**src/rtl/pc_seq_pkg.sv**
```systemverilog
// Shared types and constants for the PC sequencer.
package pc_seq_pkg;

    // Encodings are visible on state_dbg, so they are fixed explicitly.
    typedef enum logic [2:0] {
        S_IDLE   = 3'd0,
        S_FETCH  = 3'd1,
        S_EXEC   = 3'd2,
        S_MEM    = 3'd3,
        S_UPDATE = 3'd4,
        S_HALT   = 3'd5,
        S_FAULT  = 3'd6
    } state_t;

    localparam int TIMEOUT_DEF = 16;
    localparam int INSTR_W_DEF = 32;

    // Wait counter width; kept at least 1 bit so TIMEOUT=0 still elaborates.
    function automatic int cnt_w(input int t);
        return (t < 1) ? 1 : $clog2(t + 1);
    endfunction

endpackage

```
**src/rtl/pc_sequencer_if.sv**
```systemverilog
// Memory/decoder/PC-strobe bundle between the sequencer and its neighbours.
interface pc_sequencer_if #(parameter int INSTR_W = 32);
    logic               en;
    logic [INSTR_W-1:0] instr_in;
    logic               imem_ack;
    logic               dmem_ack;
    logic               is_branch;
    logic               is_jump;
    logic               is_mem;
    logic               is_halt;
    logic               wb_en;
    logic               branch_taken;
    logic               imem_req;
    logic               dmem_req;
    logic [INSTR_W-1:0] instr_out;
    logic               pc_inc;
    logic               pc_load;
    logic               pc_disable;
    logic               pc_branch;
    logic               regfile_we;
    logic [31:0]        instret;
    logic               fault;
    logic [2:0]         state_dbg;

    // Sequencer side.
    modport master (
        input  en, instr_in, imem_ack, dmem_ack, is_branch, is_jump, is_mem,
               is_halt, wb_en, branch_taken,
        output imem_req, dmem_req, instr_out, pc_inc, pc_load, pc_disable,
               pc_branch, regfile_we, instret, fault, state_dbg
    );

    // Memory / decoder / PC side.
    modport slave (
        output en, instr_in, imem_ack, dmem_ack, is_branch, is_jump, is_mem,
               is_halt, wb_en, branch_taken,
        input  imem_req, dmem_req, instr_out, pc_inc, pc_load, pc_disable,
               pc_branch, regfile_we, instret, fault, state_dbg
    );
endinterface

```
**src/rtl/pc_sequencer_wait_timer.sv**
```systemverilog
// Memory wait counter: cleared on any state change, flags the last allowed cycle.
module wait_timer
    import pc_seq_pkg::*;
#(
    parameter int TIMEOUT = TIMEOUT_DEF
) (
    input  logic clk,
    input  logic clr,
    input  logic clear,
    input  logic count,
    output logic expired
);
    localparam int CW = cnt_w(TIMEOUT);

    logic [CW-1:0] cnt_q, cnt_d;

    // Next count: clear wins over increment.
    always_comb begin
        cnt_d = cnt_q;
        if (clear)
            cnt_d = '0;
        else if (count)
            cnt_d = cnt_q + CW'(1);
    end

    // Counter register with synchronous active-low reset.
    always_ff @(posedge clk) begin
        if (!clr)
            cnt_q <= '0;
        else
            cnt_q <= cnt_d;
    end

    // Expiry means this is the TIMEOUT-th waiting cycle; TIMEOUT=0 never expires.
    always_comb begin
        expired = (TIMEOUT > 0) && (cnt_q == CW'(TIMEOUT - 1));
    end
endmodule

```
**src/rtl/pc_sequencer.sv**
```systemverilog
// Multi-cycle sequencer driving the PC control strobes for an RV32I core.
module pc_sequencer
    import pc_seq_pkg::*;
#(
    parameter int TIMEOUT = TIMEOUT_DEF,
    parameter int INSTR_W = INSTR_W_DEF
) (
    input  logic            clk,
    input  logic            clr,
    pc_sequencer_if.master  bus
);
    state_t             state_q, state_d;
    logic [INSTR_W-1:0] instr_q, instr_d;
    logic [31:0]        instret_q, instret_d;
    logic               fault_q, fault_d;
    logic               tmr_clear, tmr_exp;
    logic               imem_req, dmem_req, pc_inc, pc_load, pc_disable;
    logic               pc_branch, regfile_we, taken;

    wait_timer #(.TIMEOUT(TIMEOUT)) u_timer (
        .clk     (clk),
        .clr     (clr),
        .clear   (tmr_clear),
        .count   (!tmr_clear),
        .expired (tmr_exp)
    );

    // Next state plus strobe decode; PC held by pc_disable outside UPDATE.
    always_comb begin
        state_d    = state_q;
        instr_d    = instr_q;
        instret_d  = instret_q;
        fault_d    = fault_q;
        imem_req   = 1'b0;
        dmem_req   = 1'b0;
        pc_inc     = 1'b0;
        pc_load    = 1'b0;
        pc_disable = 1'b1;
        pc_branch  = 1'b0;
        regfile_we = 1'b0;
        taken      = bus.is_jump | (bus.is_branch & bus.branch_taken);
        case (state_q)
            S_IDLE: if (bus.en) state_d = S_FETCH;
            S_FETCH: begin
                imem_req = 1'b1;
                if (bus.imem_ack) begin
                    instr_d = bus.instr_in;
                    state_d = S_EXEC;
                end else if (tmr_exp) begin
                    fault_d = 1'b1;
                    state_d = S_FAULT;
                end
            end
            S_EXEC: begin
                if (bus.is_halt)     state_d = S_HALT;
                else if (bus.is_mem) state_d = S_MEM;
                else                 state_d = S_UPDATE;
            end
            S_MEM: begin
                dmem_req = 1'b1;
                if (bus.dmem_ack) begin
                    state_d = S_UPDATE;
                end else if (tmr_exp) begin
                    fault_d = 1'b1;
                    state_d = S_FAULT;
                end
            end
            S_UPDATE: begin
                // Not-taken must increment: load with pc_branch=0 would freeze the PC.
                pc_disable = 1'b0;
                pc_load    = taken;
                pc_branch  = taken;
                pc_inc     = !taken;
                regfile_we = bus.wb_en;
                instret_d  = instret_q + 32'd1;
                state_d    = bus.en ? S_FETCH : S_IDLE;
            end
            S_HALT, S_FAULT: state_d = state_q;
            default: state_d = S_IDLE;
        endcase
        tmr_clear = (state_d != state_q);
    end

    // Architectural registers with synchronous active-low reset.
    always_ff @(posedge clk) begin
        if (!clr) begin
            state_q   <= S_IDLE;
            instr_q   <= '0;
            instret_q <= '0;
            fault_q   <= 1'b0;
        end else begin
            state_q   <= state_d;
            instr_q   <= instr_d;
            instret_q <= instret_d;
            fault_q   <= fault_d;
        end
    end

    assign bus.imem_req   = imem_req;
    assign bus.dmem_req   = dmem_req;
    assign bus.instr_out  = instr_q;
    assign bus.pc_inc     = pc_inc;
    assign bus.pc_load    = pc_load;
    assign bus.pc_disable = pc_disable;
    assign bus.pc_branch  = pc_branch;
    assign bus.regfile_we = regfile_we;
    assign bus.instret    = instret_q;
    assign bus.fault      = fault_q;
    assign bus.state_dbg  = state_q;
endmodule

```
**src/flat_wrapper.sv**
```systemverilog
// flat-port wrapper written by rule: the top's interface ports become plain ports
module pc_sequencer_flat import pc_seq_pkg::*;
#(
    parameter int TIMEOUT = TIMEOUT_DEF,
    parameter int INSTR_W = INSTR_W_DEF
)
  (clk, clr, bus_en, bus_instr_in, bus_imem_ack, bus_dmem_ack, bus_is_branch, bus_is_jump, bus_is_mem, bus_is_halt, bus_wb_en, bus_branch_taken, bus_imem_req, bus_dmem_req, bus_instr_out, bus_pc_inc, bus_pc_load, bus_pc_disable, bus_pc_branch, bus_regfile_we, bus_instret, bus_fault, bus_state_dbg);
  pc_sequencer_if #(.INSTR_W(INSTR_W)) bus_i ();
  input  logic clk;
  input  logic clr;
  input wire logic [$bits(bus_i.en)-1:0] bus_en;
  input wire logic [$bits(bus_i.instr_in)-1:0] bus_instr_in;
  input wire logic [$bits(bus_i.imem_ack)-1:0] bus_imem_ack;
  input wire logic [$bits(bus_i.dmem_ack)-1:0] bus_dmem_ack;
  input wire logic [$bits(bus_i.is_branch)-1:0] bus_is_branch;
  input wire logic [$bits(bus_i.is_jump)-1:0] bus_is_jump;
  input wire logic [$bits(bus_i.is_mem)-1:0] bus_is_mem;
  input wire logic [$bits(bus_i.is_halt)-1:0] bus_is_halt;
  input wire logic [$bits(bus_i.wb_en)-1:0] bus_wb_en;
  input wire logic [$bits(bus_i.branch_taken)-1:0] bus_branch_taken;
  output wire logic [$bits(bus_i.imem_req)-1:0] bus_imem_req;
  output wire logic [$bits(bus_i.dmem_req)-1:0] bus_dmem_req;
  output wire logic [$bits(bus_i.instr_out)-1:0] bus_instr_out;
  output wire logic [$bits(bus_i.pc_inc)-1:0] bus_pc_inc;
  output wire logic [$bits(bus_i.pc_load)-1:0] bus_pc_load;
  output wire logic [$bits(bus_i.pc_disable)-1:0] bus_pc_disable;
  output wire logic [$bits(bus_i.pc_branch)-1:0] bus_pc_branch;
  output wire logic [$bits(bus_i.regfile_we)-1:0] bus_regfile_we;
  output wire logic [$bits(bus_i.instret)-1:0] bus_instret;
  output wire logic [$bits(bus_i.fault)-1:0] bus_fault;
  output wire logic [$bits(bus_i.state_dbg)-1:0] bus_state_dbg;
  assign bus_i.en = bus_en;
  assign bus_i.instr_in = bus_instr_in;
  assign bus_i.imem_ack = bus_imem_ack;
  assign bus_i.dmem_ack = bus_dmem_ack;
  assign bus_i.is_branch = bus_is_branch;
  assign bus_i.is_jump = bus_is_jump;
  assign bus_i.is_mem = bus_is_mem;
  assign bus_i.is_halt = bus_is_halt;
  assign bus_i.wb_en = bus_wb_en;
  assign bus_i.branch_taken = bus_branch_taken;
  assign bus_imem_req = bus_i.imem_req;
  assign bus_dmem_req = bus_i.dmem_req;
  assign bus_instr_out = bus_i.instr_out;
  assign bus_pc_inc = bus_i.pc_inc;
  assign bus_pc_load = bus_i.pc_load;
  assign bus_pc_disable = bus_i.pc_disable;
  assign bus_pc_branch = bus_i.pc_branch;
  assign bus_regfile_we = bus_i.regfile_we;
  assign bus_instret = bus_i.instret;
  assign bus_fault = bus_i.fault;
  assign bus_state_dbg = bus_i.state_dbg;
  pc_sequencer #(.TIMEOUT(TIMEOUT), .INSTR_W(INSTR_W)) u_core (.clk(clk), .clr(clr), .bus(bus_i));
endmodule
```
**config.mk**
```make
export PLATFORM = sky130hd
export DESIGN_NAME = pc_sequencer_flat
export DESIGN_NICKNAME = d
export VERILOG_FILES = /design/src/rtl/pc_seq_pkg.sv /design/src/rtl/pc_sequencer_if.sv /design/src/rtl/pc_sequencer_wait_timer.sv /design/src/rtl/pc_sequencer.sv /design/src/flat_wrapper.sv
export SDC_FILE = /design/constraint.sdc
export NUM_CORES = 1
export LEC_CHECK = 0
export ABC_AREA = 1
export CAP_MARGIN = 10
export CORE_UTILIZATION = 33
export CTS_CLUSTER_SIZE = 30
export DETAILED_ROUTE_END_ITERATION = 6
export DONT_BUFFER_PORTS = 1
export GPL_ROUTABILITY_DRIVEN = 0
export SYNTH_ARGS = -nofsm -noshare
export SYNTH_HDL_FRONTEND = slang
export SYNTH_SLANG_ARGS = --single-unit
```
**constraint.sdc**
```tcl
create_clock -name clk -period 1.9 [get_ports clk]
set_input_delay 0.38 -clock clk [delete_from_list [all_inputs] [get_ports clk]]
set_output_delay 0.38 -clock clk [all_outputs]
set_load 0.1 [all_outputs]
```
# == After elaboration in Yosys (flattened, before gate mapping) ==
# Index checks and enable logic that the tools add are counted.
# W data, S select, Z words.
# word_totals
regBits,73
in_bits,43
output_inout_bits,75
wordCells,45
# classes
n_addsub,2
n_eq_ne,10
muxes,18
bitwise,3
reduce_logical,7
# ops
operator,n
$add A32 B1 Y32 const B,1
$mux W3,6
$pmux W3 S6,1
$mux W1,10
$eq A3 B3 Y1 const B,3
$eq A3 B2 Y1 const B,2
$add A5 B1 Y5 const B,1
$eq A5 B4 Y1 const B,1
$ne A2 B2 Y1 const B,2
$reduce_or A2 Y1,2
$eq A3 B1 Y1 const B,1
$logic_not A3 Y1,1
$ne A3 B3 Y1,1
$reduce_and A3 Y1,1
$pmux W1 S2,1
$reduce_and A2 Y1,1
$reduce_bool A2 Y1,1
$and A1 B1 Y1,1
$logic_not A1 Y1,1
$not A1 Y1,1
$or A1 B1 Y1,1

# == Depth between registers and ports, before layout ==
# logic_depth
ltp_word,6
depth_mapped,11
ltp_nobuf,11

# == Hierarchy ==
# A second synthesis with hierarchy kept.
# unflattened
hier_cells,500
hier_area_um2,3460.8
# by_module_without_submodules
mod,instances,cells_per_inst,area_each_um2,seq_area_each_um2
pc_sequencer,1,469,3201.8,1361.3
wait_timer,1,31,259.0,100.1

# == Least setup slack after synthesis ==
# Ideal clock, no wire load.
# synth_path
path_kind,reg-to-output
from,register u_core.state_q[2] (netlist: u_core.bus.state_dbg[2])
to,output port bus_pc_load
arrival_time_ns,3.732
t_required_ns,1.520
path_slack_ns,-2.212
path_stages_with_launch,6
cell_sequence,dfxtp_1 > nand2_2 > buf_2 > buf_2 > nor2_1 > buf_4
# synth_between
elab_chain_cells,2
# synth_rtl
element,line,rtl
"start, declared",pc_sequencer.sv:12,"state_t state_q, state_d;"
"start signal, assigned",pc_sequencer.sv:92,state_q <= state_d;
$eq A3 B3 Y1,--,
$mux W1,--,
"end, declared",flat_wrapper.sv:25,output wire logic [$bits(bus_i.pc_load)-1:0] bus_pc_load;
# No other way between the ends.

# == Worst setup path in the final report ==
# layout_path
from,register u_core.state_q[1] (netlist: u_core.bus.state_dbg[1])
to,output port bus_pc_branch
# layout_between
elab_chain_cells,2
# layout_rtl
element,line,rtl
$eq A3 B3 Y1,pc_sequencer.sv:42,case (state_q)
$mux W1,pc_sequencer.sv:42,
"end, declared",flat_wrapper.sv:27,output wire logic [$bits(bus_i.pc_branch)-1:0] bus_pc_branch;
# No other way between the ends.

==> results.md <==
* Status: finished, final reports clean
* Area Growth Syn to Fin at 31.2%
* Post-DP HPWL at 6770 um
* DR WL/cell at 12.1 um
* Total gr overflow at 0
* Crit path DAT at around 1.4 ns
* Final wirelength at 9080 um
* Die Y at ~110 um
* R2r worst-path depth at 9
* Final Hold Viols at 0
* Netlist Area Pre-Place at roughly 3500 um^2
* Yosys top cell by area: dfxtp_1
* Busiest layer in global routing: met2
* Ports at approximately 120
* CTS root buffer: clkbuf_8
* Post-synthesis compound-gate area fraction at between 10% and 20%
* Largest cells by area after synthesis: dfxtp_1 (41%), nor2_1 (14%), nand2_1 (14%)
* ANT nets after route at 0
* CTS max path bufs at 2
* Via density at 4.68
* Layout cells sized above 1 at about a quarter
* Routed via count at roughly 3500
* Die ar. at roughly 11000 um^2
* Fin crit share at a little over nine tenths
* CTS tree: done
* R2R Path End: u_core.bus.instret[24]
* Synth top area share at 41.4%
* Slew Viols, Final at 0
* Reg2reg setup slack at roughly 0.22 ns
* Worst min path class: input pin to register
* Count of cell types in the netlist at 29
* CTS H-tree lvls at 3
* Post-synthesis mux area share at 0%
* Pin count of the biggest net entering global routing at 50
* Met1 Use GR at between 10% and 20%
* Post-Synth XOR/XNOR Area at less than 1%
* Combinational family with the most area after synthesis: simple AND/OR/NAND/NOR gates
* Synth Area in Adders at between 1 and 1.5%
* Peak VDD IR at about 0.48 mV
* Final Core Density at 44.8%
* FF/Latch Area at between 1500 and 2000 um^2
* FF-to-FF Start: u_core.bus.state_dbg[1]
* Synth warnings at 0
* Worst hold slack at between 0.1 and 0.15 ns
* M3 GR Usage at under 10%
* Post-Synthesis Cells at around 530
* Nets@finish at 658
* Clock transition at the registers of the reported paths at roughly 0.09 ns
* M2 GR Usage at a little under a third
* Ant diodes at 0
* Most common cell after layout, fill and taps aside: nand2_1
* Clock latency on the worst-skew pair at 0.35 ns
* Initial Util at between 30% and 40%
* Final Skew at 0.0106 ns
* Syn Nets at 578
* 1st-pass router iterations at 4
* RSZ-0062 raised after global routing: no
* Worst-margin pin slew at a little under 0.4 ns
* Overall power at around 3.8 mW
* Commonest non-fill, non-tap cells in the layout: nand2_1 (129), nor2_1 (127), buf_4 (80)
* Final setup vio count at 0
* Cells on Worst Hold Path at 2
* Mean post-synth cell area at roughly 6.6 um^2
* Simple-Gate Fraction of Synth Area at between 30% and 40%
* Total of max-cap violations at 0
* Origin of the worst min-delay path: clr
* Vias in the first global route at around 3400
* GRT Util Overall at between 15 and 20%
* Setup TNS at 0 ns
* Power Density at just over 800 nW/um^2
* Crit Path Class: register to output port
* CTS Buf Count at 9
* Die Width at 105 um
* 1st-iter DRT viols at ~110
* Hold-fix buffers, CTS at 0
* Setup crit end kind: output port
* Initial antenna violation count at 0
* Leakage at ~1.9 nW
* Seq/Total Area, Yosys at roughly 41%
* Rows at 37
* Fillers at 1074
* DRC at 0
* Crit-path max FO at 8
* Min Tclk post-route at 1.80 ns
* First-pass GRT wire length at roughly 15000 um
* Footprint of the multi-input gates at 1870 um^2
* WP data required at between 1.5 and 2 ns
* Critical Path Start Type: register
* Max_slew headroom at between 70 and 80%
* F_max at 0.554 GHz
* Sink Count at 73
* Port Buffers at 0
* Min-Delay Endpoint: u_core.bus.instret[7]
* Seq cells post-synth at 73
* Core Area at around 10000 um^2
==> Yosys cell counts <==
library cell,instances
clkbuf_1,9
inv_2,4
nand3_2,2
and3_1,1
xnor2_1,1
dfxtp_1,73
xor2_1,3
o21ai_0,40
nor3b_2,1
nand3_1,20
a21oi_1,28
buf_2,7
ha_1,3
a211oi_1,1
nand3b_1,8
inv_1,38
o21bai_1,2
o21a_1,1
o21ai_1,1
nor2_2,10
nand2_2,4
nor2_4,4
nor3_1,5
nor3_2,3
nand2_1,129
nand4_1,2
nor2_1,130
buf_4,1
nand4_2,1
==> metrics by stage <==
stage / worst slack (ns) / area, um^2 / std cells
5_1_grt: 0.0134 / 4630 / 753
6_report: 0.0955 / 4630 / 753
4_1_cts: 0.0201 / 4590 / 749
2_1_floorplan: -0.303 / 3630 / 532
3_5_place_dp: 0.259 / 4370 / 733
3_3_place_gp: 0.319 / 4370 / 733
==> worst max-delay path, stage by stage (launching register included) <==
cell	delay [ns]
dfxtp_4	0.39
nor2_4	0.19
nand2_8	0.11
nor2_4	0.18
buf_12	0.19
==> cell type report <==
cell class	count	area share, %
Multi-Input combinational cell	400	40.5
Sequential cell	73	32.5
Clock buffer	10	2.76
Clock inverter	6	1.97
Tap cell	136	3.68
Timing Repair Buffer	86	15.2
Inverter	42	3.41
==> metal layers <==
| layer | vias to the layer above | routed length, um |
|---|---|---|
| li1 | 1839 | - |
| met1 | 1584 | 3940 |
| met2 | 96 | 4500 |
| met3 | 7 | 564 |
| met4 | 0 | 84 |
| met5 | - | 0 |
==> sequential cells by signal, indices dropped and copies added, names as in the netlist <==
register and count:
u_core.bus.instret 32, u_core.bus.instr_out 32, u_core.bus.fault 1, u_core.u_timer.cnt_q 5
u_core.bus.state_dbg 3
==> kinds of logic (layout without fill, tap and decap cells) <==
kind of cell    after synthesis  after routing
buf+inv                      59            144
flops                        73             73
xor+xnor                      4              4
simple gates                320            320
compound gates               73             73
fa+ha+maj                     3              3
==> report_power, final <==
part	internal, mW	switching, mW
Sequential	1.59	0.0337
Combinational	0.174	0.637
Clock	0.747	0.606
Total	2.51	1.28
==> repair_timing <==
item | in CTS | in global routing
buffers inserted | 0 | 4
gates resized for setup | 0 | 1
setup endpoints to repair | 0 | 2
==> worst max path at each step <==
stage                             from                 endpoint  cells past startpoint
2_1_floorplan  u_core.bus.state_dbg[0]              bus_pc_load                      6
3_3_place_gp   u_core.u_timer.cnt_q[0]  u_core.u_timer.cnt_q[0]                     11
3_5_place_dp   u_core.bus.state_dbg[0]  u_core.u_timer.cnt_q[3]                     10
4_1_cts        u_core.bus.state_dbg[0]            bus_pc_branch                      4
5_1_grt        u_core.bus.state_dbg[1]            bus_pc_branch                      4
6_report       u_core.bus.state_dbg[1]            bus_pc_branch                      4
No activity file was read; power rests on OpenSTA's default activity.
